==> src/rtl/conv_encoder_system.sv <==
// conv_encoder_system: rate-1/2 K=3 (7,5) convolutional encoder behind a byte FIFO; define TAIL_FLUSH_EN for tail flush
module conv_encoder_system #(
  parameter int FIFO_DEPTH = 4
) (
  input  logic        clk,
  input  logic        rst,
  input  logic        dvalid_i,
  input  logic [7:0]  data_i,
  input  logic        flush_i,
  output logic [15:0] data_o,
  output logic        valid_o,
  output logic        busy_o
);
  localparam int AW = $clog2(FIFO_DEPTH);
  typedef enum logic {IDLE, SHIFT} state_t;
  state_t state, state_n;
  logic [7:0] mem [FIFO_DEPTH];
  logic [AW-1:0] wp, rp;
  logic full, empty, wr, rd, pad, ld, last, pend, g0, g1;
  logic [2:0] cnt;
  logic [1:0] s;
  logic [7:0] sr;
  logic [13:0] w;
  assign busy_o = full;
  assign wr = dvalid_i & ~full;
  assign last = state == SHIFT && cnt == 3'd7;
  assign g0 = sr[7] ^ s[1] ^ s[0];
  assign g1 = sr[7] ^ s[0];
  always_ff @(posedge clk)
    state <= rst ? IDLE : state_n;
  always_comb
    state_n = ld ? SHIFT : last ? IDLE : state;
  always_comb begin
    rd = (state == IDLE || last) && !empty;
    pad = (state == IDLE || last) && empty && pend;
    ld = rd | pad;
  end
`ifdef TAIL_FLUSH_EN
  always_ff @(posedge clk)
    pend <= rst ? 1'b0 : pad ? 1'b0 : pend | flush_i;
`else
  logic unused_flush;
  assign unused_flush = flush_i;
  assign pend = 1'b0;
`endif
  always_ff @(posedge clk) begin
    if (rst) begin
      wp <= '0;
      rp <= '0;
      full <= 1'b0;
      empty <= 1'b1;
    end else begin
      if (wr) begin
        mem[wp] <= data_i;
        wp <= wp + 1'b1;
      end
      if (rd) rp <= rp + 1'b1;
      if (wr && !rd) begin
        empty <= 1'b0;
        full <= wp + 1'b1 == rp;
      end else if (rd && !wr) begin
        full <= 1'b0;
        empty <= rp + 1'b1 == wp;
      end
    end
  end
  always_ff @(posedge clk) begin
    if (rst) begin
      cnt <= 3'd0;
      s <= 2'b00;
      sr <= 8'h00;
      w <= '0;
      data_o <= 16'h0000;
      valid_o <= 1'b0;
    end else begin
      valid_o <= last;
      if (state == SHIFT) begin
        s <= {sr[7], s[1]};
        sr <= {sr[6:0], 1'b0};
        w <= {w[11:0], g0, g1};
        cnt <= cnt + 1'b1;
      end
      if (last) data_o <= {w, g0, g1};
      if (ld) begin
        sr <= pad ? 8'h00 : mem[rp];
        cnt <= 3'd0;
      end
    end
  end
endmodule

==> config.mk <==
export PLATFORM = sky130hd
export DESIGN_NAME = conv_encoder_system
export DESIGN_NICKNAME = d
export VERILOG_FILES = /design/src/rtl/conv_encoder_system.sv
export SDC_FILE = /design/constraint.sdc
export NUM_CORES = 1
export LEC_CHECK = 0
export CORE_MARGIN = 2
export CORE_UTILIZATION = 26
export CTS_CLUSTER_SIZE = 8
export DETAILED_ROUTE_END_ITERATION = 10
export PLACE_DENSITY = 0.51
export SYNTH_ARGS = -nofsm -noshare
export SYNTH_HDL_FRONTEND = slang
export SYNTH_SLANG_ARGS = --single-unit
export TNS_END_PERCENT = 50
==> constraint.sdc <==
create_clock -name clk -period 2.6 [get_ports clk]
set_input_delay 0.65 -clock clk [delete_from_list [all_inputs] [get_ports clk]]
set_output_delay 0.65 -clock clk [all_outputs]
set_load 0.01 [all_outputs]
# After elaboration in Yosys (flattened, before gate mapping)
# Memory sizes are Yosys's and may differ from the RTL's. A register that Yosys moved wholly into a read port is not among the register bits.
# Cells that the tools add are included.
# word_totals
register_bits,51
latchBits,0
ramBits,32
mem_bits_ro,0
inputBits,12
output_inout_bits,18
elab_cells,49
n_memories,1
# mem_list
memory,words,width,read_ports,rd_clocked_by_memory_dff,wr,line_no,rtl
mem,4,8,1,1,1,17,logic [7:0] mem [FIFO_DEPTH];
# op_classes
n_addsub,3
mul,0
div,0
magnitude_cmp,0
eq_ne,3
shifts,0
muxes,13
bitwise,6
reduce_logical,12
# op_table
operator,count
$mux W8,2
$mux W1,9
$reduce_bool A2 Y1,3
$add A2 B1 Y2 const B,2
$eq A2 B2 Y1,2
$logic_and A1 B1 Y1,4
$mux W2,2
$add A3 B1 Y3 const B,1
$eq A3 B3 Y1 const B,1
$logic_not A1 Y1,3
$xor A1 B1 Y1,3
$not A1 Y1,2
$reduce_or A2 Y1,1
$and A1 B1 Y1,1
$logic_or A1 B1 Y1,1

# Longest topological paths before layout
# Gate-level depths: netlist (run 1).
# depth
depth_word,7
mapped_depth,9
depth_no_buf,9

# Worst setup path after synthesis (run 1)
# Ideal clock, no wire load.
# synth_timing
kind,flip-flop to flip-flop
start,register cnt[0]
end,register empty
setup_time_ps,106
t_arrival_ps,1613
required_time_ps,2494
path_slack_ps,881
path_stages_with_launch,8
n_path_buf,0
period_less_slack_ps,1719
cell_sequence,dfxtp_1 -> ha_1 -> ha_1 -> nor2b_1 -> nor2_1 -> inv_1 -> ha_1 -> o311ai_0
# synth_via
elab_chain_cells,7
elab_cells_between_ends,9
classes_between,eq/ne: 1; mux: 1; reduce/logical: 7
# synth_rtl
item,line_no,rtl
"start, declared",20,logic [2:0] cnt;
"start signal, assigned",81,cnt <= cnt + 1'b1;
$eq A3 B3 Y1 *,26,assign last = state == SHIFT && cnt == 3'd7;
$logic_and A1 B1 Y1 *,26,
$logic_or A1 B1 Y1 *,-,
$logic_and A1 B1 Y1 *,34,rd = (state == IDLE || last) && !empty;
$logic_not A1 Y1,58,if (wr && !rd) begin
$logic_and A1 B1 Y1,58,
$mux W1 / $reduce_bool A2 Y1 (equally long branches),-,
"end signal, assigned",63,empty <= rp + 1'b1 == wp;
"end, declared",19,"logic full, empty, wr, rd, pad, ld, last, pend, g0, g1;"
# Mark *: on every way between the ends. The rest lies on a longest branch, timed or not.
# A chain may end at the register's enable or synchronous reset.

# Worst setup path after layout (run 1)
# Ends and elaborated chain as after synthesis.

==> results of run 1 <==
-- cell type report --
cell class | count | area (um2) | area share, %
Inverter | 8 | 30.03 | 0.7456
Clock buffer | 9 | 225.2 | 5.592
Timing Repair Buffer | 31 | 297.8 | 7.394
Multi-Input combinational cell | 163 | 1141 | 28.33
Clock inverter | 7 | 96.34 | 2.392
Tap cell | 172 | 215.2 | 5.343
Sequential cell | 85 | 2022 | 50.20
-- cells by family (layout without fill, tap and decap cells) --
kind of cell,after synthesis,count (layout)
AO/OA/AOI/OAI,42,42
flip-flops,85,85
adder cells (fa/ha/maj),7,7
buffers and inverters,25,55
multiplexers,26,26
AND/OR/NAND/NOR,82,82
XOR/XNOR,6,6
-- how the worst max path moves through the flow --
stage | endpoint | from | cells past startpoint
after floorplan | empty$_SDFFE_PP1P_ | cnt[0]$_SDFFE_PP0P_ | 7
final | empty$_SDFFE_PP1P_ | cnt[0]$_SDFFE_PP0P_ | 7
after global placement | mem[1][3]$_DFFE_PP_ | dvalid_i | 4
after CTS | empty$_SDFFE_PP1P_ | cnt[0]$_SDFFE_PP0P_ | 7
after global routing | empty$_SDFFE_PP1P_ | cnt[0]$_SDFFE_PP0P_ | 7
after detailed placement | mem[2][4]$_DFFE_PP_ | dvalid_i | 4
-- metal layers --
| layer | up-vias | share of wire (%) | GRT usage, % |
|---|---|---|---|
| li1 | 1022 | - | - |
| met1 | 953 | 49 | 12.25 |
| met2 | 40 | 45 | 14.68 |
| met3 | 9 | 5.2 | 3.862 |
| met4 | 0 | 1.5 | 3.608 |
| met5 | - | 0 | 0 |
-- through the flow --
step                      instances  setup slack (ns)  hold WS (ns)  area [um2]  util (%)
after floorplan                 273            0.8808        0.4312        3324         -
after global placement          459            0.4420        0.4433        3706     29.49
after detailed placement        459            0.4095        0.4481        3706     29.49
after CTS                       475            0.6253        0.4568        4028     32.05
after global routing            475            0.2961        0.4720        4028     32.05
final                           475            0.6288        0.4523        4028     32.05
-- power breakdown --
group	switching, W	leakage, nW	internal, W
registers	0.0000591	0.720	0.00144
logic	0.000155	0.476	0.000147
clock network	0.000524	0.157	0.000847
total	0.000739	1.35	0.00244
-- state kept, by name (all words and copies together), names as in the netlist, named ones only --
| signal | flops |
|---|---|
| s | 2 |
| empty | 1 |
| w | 14 |
| cnt | 3 |
| valid_o | 1 |
| busy_o | 1 |
| sr | 8 |
| state | 1 |
| data_o | 16 |
| rp | 2 |
| wp | 2 |
| mem | 32 |
-- worst register-to-register path, stage by stage (launching register included) --
cell and delay (ns):
dfxtp_1 0.35, ha_1 0.15, ha_1 0.27, nor2b_1 0.12, nor2_1 0.23, inv_1 0.09
ha_1 0.34, o311ai_0 0.31
-- cells in the final DEF, fill, tap and decap left out, types with 6 or more instances in the layout --
master	count
mux2i_1	18
dfxtp_1	53
a32oi_1	6
nand2_1	34
inv_1	7
nand3_1	11
a21oi_1	27
clkdlybuf4s50_1	27
nor2_1	20
mux4_2	8
clkbuf_16	9
ha_1	7
edfxtp_1	32
==> key figures, run 1 <==
Drt
  • Count of vias placed by the detailed router: 2024
  • Overall routed net length: 5823 um
  • Final routed wire length divided by cell count: 12.26 um
  • Final ANT Viol Nets: 0
  • DRT Pass-1 Iters: 4
  • Avg Vias per Cell: 4.261
  • Count of routing violations after the opening detailed-route iteration: 109
  • DR DRC count: 0

Worst hold path
  • Class of the most critical hold timing path: reg -> reg
  • Source of the worst hold timing path: data_o[15]$_SDFFE_PP0P_
  • Sink of the worst hold path: data_o[15]$_SDFFE_PP0P_
  • Worst hold path stage count: 2

Synthesis
  • Count of flip-flops with a built-in enable after synthesis: 32
  • Part of the Yosys area used for sequential elements: 60.82%
  • Most instantiated cells after synthesis: dfxtp_1, nand2_1, edfxtp_1
  • Area share of xor/xnor cells in the synthesized design: 2.032%
  • Total number of yosys warnings: 0
  • Top area cells in the synthesized netlist: dfxtp_1, edfxtp_1, mux2i_1
  • Fraction of registers with async set or reset after synthesis: 0%
  • Library cell with the largest summed area after synthesis: dfxtp_1
  • Cell count after synthesis: 273
  • Syn_nets: 292
  • Synth unique cells: 35
  • Per-instance average area after synthesis: 12.18 um2
  • Number of flip-flops and latches in the synthesized netlist: 85
  • Area share of and/or/nand/nor cells after synthesis: 10.99%
  • Share of Yosys cell area claimed by the top area cell type: 31.92%
  • Dominant combinational cell family by area after synthesis: simple AND/OR/NAND/NOR gates
  • Dominant synthesized flop cell: dfxtp_1
  • Cell Area, Synth: 0.003324 mm2
  • Synth Area in Adders: 2.635%
  • Synthesized-area fraction occupied by ao, oa, aoi and oai cells: 7.828%
  • Share of synthesized area spent on multiplexers: 10.84%
  • Most frequent cell after synthesis: dfxtp_1

Critical path
  • Kind of end point of the critical path: flip-flop
  • CP peak stage delay: 0.35 ns
  • Critical path required time: 2.83 ns
  • Number of cells on the worst reg-to-reg path: 7
  • Flop-to-flop setup slack: 0.63 ns
  • Worst r2r src: cnt[0]$_SDFFE_PP0P_
  • Data arrival time of the critical path: 2.20 ns
  • Worst setup SP type: flip-flop
  • Highest net fanout along the worst path: 6
  • Destination of the worst register-to-register timing path: empty$_SDFFE_PP1P_
  • Dominant cell type by count on the critical path: ha_1
  • Critical Setup Path Class: reg -> reg
  • Cell family contributing the most delay on the critical path: adder cells
  • Ordered list of cells on the worst path: ha_1, ha_1, nor2b_1, nor2_1, inv_1, ha_1, o311ai_0
  • Library cell contributing the largest single delay on the critical path: dfxtp_1
  • Critical path buffers and inverters: 1

Timing
  • Highest clock rate: 0.5073 GHz
  • Setup TNS: 0 ns
  • Number of hold-slack violations in the final timing report: 0
  • Worst setup skew after layout: 0.006180 ns
  • Tightest Pin Transition: 0.6305 ns
  • Worst slew slack as a fraction of its limit: 57.96%
  • Ratio of final minimum period to clock period: 75.81%
  • Final critical-path required period: 1.971 ns
  • Final count of pins violating max slew: 0
  • Final setup vio count: 0
  • RSZ-0062 raised after global routing: false

Power and ir drop
  • LEAKAGE: 1.353 nW
  • Post-route total power: 0.003176 W
  • Cell area power density: 788.6 mW/mm2
  • Worst IR Drop VDD: 0.4480 mV

Final layout
  • Total number of nets in the final design: 317
  • Filler cell count in the final layout: 1302
  • Fraction of layout instances using a drive strength above 1: 10.23%
  • Signed area change from the synthesized netlist to the final layout: 21.15%
  • Final antenna diode count: 0

Clock tree
  • CTS clk-pin slew, worst paths: 0.06 ns
  • Post-CTS Setup Bufs: 0
  • Gates resized, CTS repair: 0
  • Clock root cell: clkbuf_16
  • Worst skew pair latency: 0.34 ns
  • Hold bufs inserted after CTS: 0
  • H-tree levels: 3
  • Bufs on Longest Clock Path: 2
  • CTS tree: yes
  • Number of buffers inserted during clock tree synthesis: 9
  • Total number of clock tree sinks: 85

Floorplanning
  • Chip Height: 117.1 um
  • Starting utilization of the core area: 26.45%
  • Placeable core region: 0.01257 mm2
  • Horiz. Die Dim: 117.1 um
  • FP Rows: 41
  • Top-level I/O count: 30
  • Die Footprint: 0.01371 mm2

GRT
  • Remaining Overflow, GRT: 0
  • Pin count of the biggest net entering global routing: 52
  • Overall routing resource usage: 9.595%
  • Global-route wire length before repair: 9977 um
  • Number of antenna violations at the first check in global routing: 0
  • Number of global-route vias before repair: 2000

Placement
  • Number of port buffers: 28
  • Post-DP HPWL: 3901 um
  • Global placement routability congestion: 0.6787

Run status
  • Outcome: finished clean

Run
  • Maxcap violations: 0
No activity file was read; power rests on OpenSTA's default activity.
==> inputs of run 2 (changes only) <==
--- a/config.mk
+++ b/config.mk
@@ -9,7 +9,7 @@
 export CORE_UTILIZATION = 26
 export CTS_CLUSTER_SIZE = 8
 export DETAILED_ROUTE_END_ITERATION = 10
-export PLACE_DENSITY = 0.51
+export PLACE_DENSITY = 0.53
 export SYNTH_ARGS = -nofsm -noshare
 export SYNTH_HDL_FRONTEND = slang
 export SYNTH_SLANG_ARGS = --single-unit
==> constraint.sdc (replaced) <==
create_clock -name clk -period 1.6 [get_ports clk]
set_input_delay 0.4 -clock clk [delete_from_list [all_inputs] [get_ports clk]]
set_output_delay 0.4 -clock clk [all_outputs]
set_load 0.01 [all_outputs]
==> key figures, run 2 (synthesized netlist as in run 1, its figures left out) <==
Run status
  • Outcome: finished clean

Floorplanning
  • Horiz. Die Dim: 117.1 um
  • Die Footprint: 0.01371 mm2
  • FP Rows: 41
  • Top-level I/O count: 30
  • Placeable core region: 0.01257 mm2
  • Starting utilization of the core area: 26.45%
  • Chip Height: 117.1 um

Critical path
  • Library cell contributing the largest single delay on the critical path: or4_1
  • Ordered list of cells on the worst path: ha_1, ha_4, nor2b_4, buf_4, or4_1, a21oi_1
  • Critical path required time: 1.85 ns
  • Critical Setup Path Class: reg -> reg
  • Worst setup SP type: flip-flop
  • Number of cells on the worst reg-to-reg path: 6
  • Highest net fanout along the worst path: 4
  • CP peak stage delay: 0.39 ns
  • Kind of end point of the critical path: flip-flop
  • Data arrival time of the critical path: 1.80 ns

Final layout
  • Commonest non-fill, non-tap cell in the layout: dfxtp_1
  • Largest register FFs: 32
  • Total number of nets in the final design: 327
  • Biggest regs: mem x32, data_o x16, w x14
  • Reg with most FFs: mem
  • Final antenna diode count: 0
  • Footprint of the flip-flops and latches: 0.002022 mm2
  • Filler cell count in the final layout: 1275
  • Fraction of layout instances using a drive strength above 1: 15.34%
  • Multi-input gate area: 0.001181 mm2
  • Commonest non-fill, non-tap cells in the layout: dfxtp_1, nand2_1, edfxtp_1
  • Signed area change from the synthesized netlist to the final layout: 24.73%
  • Final design area excluding fillers: 0.004146 mm2

Timing
  • Ratio of final minimum period to clock period: 96.79%
  • Worst Slack Setup Final: 0.05133 ns
  • Final count of pins violating max slew: 0
  • Final critical-path required period: 1.549 ns
  • Worst slew slack as a fraction of its limit: 64.84%
  • Worst setup skew after layout: 0.006636 ns
  • Highest clock rate: 0.6457 GHz
  • Tightest Pin Transition: 0.5274 ns
  • RSZ-0062 raised after global routing: true
  • Final setup vio count: 0
  • Number of hold-slack violations in the final timing report: 0
  • Hold Worst Slack: 0.3448 ns

Run
  • Maxcap violations: 0

Power and ir drop
  • LEAKAGE: 1.512 nW
  • Net switching fraction of the power: 24.05%
  • Power dissipated by switching net loads: 0.001224 W
  • Worst IR Drop VDD: 0.5732 mV
  • Proportion of power drawn by flip-flops and latches: 47.7%
  • Cell Int Power: 0.003867 W
  • Combinational share of power: 11.3%
  • Share of power burned in the clock network: 41.1%
  • Cell area power density: 1228 mW/mm2

Drt
  • Final routed wire length divided by cell count: 11.86 um
  • Final ANT Viol Nets: 0
  • Overall routed net length: 5750 um
  • DRT Pass-1 Iters: 4
  • Count of routing violations after the opening detailed-route iteration: 81
  • DR DRC count: 0
  • Count of vias placed by the detailed router: 2052
  • Avg Vias per Cell: 4.231

Clock tree
  • Post-CTS Setup Bufs: 0
  • Clock root cell: clkbuf_16
  • Bufs on Longest Clock Path: 2
  • Number of buffers inserted during clock tree synthesis: 9
  • H-tree levels: 3
  • CTS tree: yes
  • Worst skew pair latency: 0.34 ns
  • Total number of clock tree sinks: 85
  • CTS clk-pin slew, worst paths: 0.06 ns
  • Hold bufs inserted after CTS: 0

GRT
  • Number of antenna violations at the first check in global routing: 0
  • Number of global-route vias before repair: 1981
  • Overall routing resource usage: 9.414%
  • Pin count of the biggest net entering global routing: 52
  • Remaining Overflow, GRT: 0
  • Global-route wire length before repair: 9722 um

Worst hold path
  • Worst hold path stage count: 3
  • Class of the most critical hold timing path: in -> reg

Placement
  • Post-DP HPWL: 3912 um
  • Place WS: -0.1768 ns
  • Global placement routability congestion: 0.7139
  • Area after detailed placement: 0.003839 mm2
  • Number of port buffers: 28
-- run 2: cell types whose count changed in the layout (fill, tap and decap cells not counted), moves of 2 or more --
| cell | before | now |
|---|---|---|
| clkdlybuf4s50_1 | 27 | 9 |
| dlygate4sd2_1 | 0 | 17 |
| buf_4 | 3 | 10 |
| buf_12 | 0 | 3 |
| clkinv_4 | 0 | 2 |
| ha_1 | 7 | 5 |
| ha_4 | 0 | 2 |
-- run 2: power groups by stage --
stage               registers (W)  clock network [W]  logic [W]
global route              0.00244            0.00225   0.000645
CTS                       0.00243            0.00217   0.000577
detailed placement        0.00248                  0   0.000574
global placement          0.00247                  0   0.000565
finish                    0.00243            0.00209   0.000575
floorplan                 0.00244                  0   0.000480
-- run 2: through the flow --
step | utilization (%) | total power (W) | cells | setup TNS (ns)
after floorplan | - | 0.002920 | 273 | 0
after global placement | 30.54 | 0.003035 | 469 | -5.431
after detailed placement | 30.54 | 0.003049 | 469 | -5.533
after CTS | 32.82 | 0.005172 | 485 | 0
after global routing | 32.99 | 0.005333 | 485 | -0.06935
final | 32.99 | 0.005092 | 485 | 0
-- run 2: cell type report --
type,count,area share (%)
Clock buffer,9,5.431
Clock inverter,7,1.961
Inverter,8,0.7242
Multi-Input combinational cell,163,28.49
Sequential cell,85,48.76
Tap cell,172,5.190
Timing Repair Buffer,41,9.445
-- run 2: worst max-delay path, delay by kind of cell, from the launching register on --
family	cells	cell delay [ns]
AO/OA/AOI/OAI	1	0.20
buffers and inverters	1	0.13
adder cells (fa/ha/maj)	2	0.36
flip-flops	1	0.35
AND/OR/NAND/NOR	2	0.43
-- run 2: final timing paths --
check / from / endpoint / slack [ns]
setup reg to reg: cnt[0]$_SDFFE_PP0P_ / flip-flop / 0.05
hold / removal: rst / empty$_SDFFE_PP1P_ / 0.34
hold reg to reg: data_o[6]$_SDFFE_PP0P_ / data_o[6]$_SDFFE_PP0P_ / 0.45
setup / recovery: cnt[0]$_SDFFE_PP0P_ / flip-flop / 0.05
-- run 2: layer usage --
metal / up-vias / part of all wire, % / track usage [%]
met5: - / 0 / 0
met4: 0 / 0.89 / 4.000
met3: 6 / 4.5 / 3.913
met2: 36 / 46 / 14.10
met1: 967 / 49 / 12.00
li1: 1043 / - / -
-- run 2: what timing repair did --
action	in CTS	in global routing
pin swaps	0	1
resized for setup	19	4
setup endpoints to repair	20	12
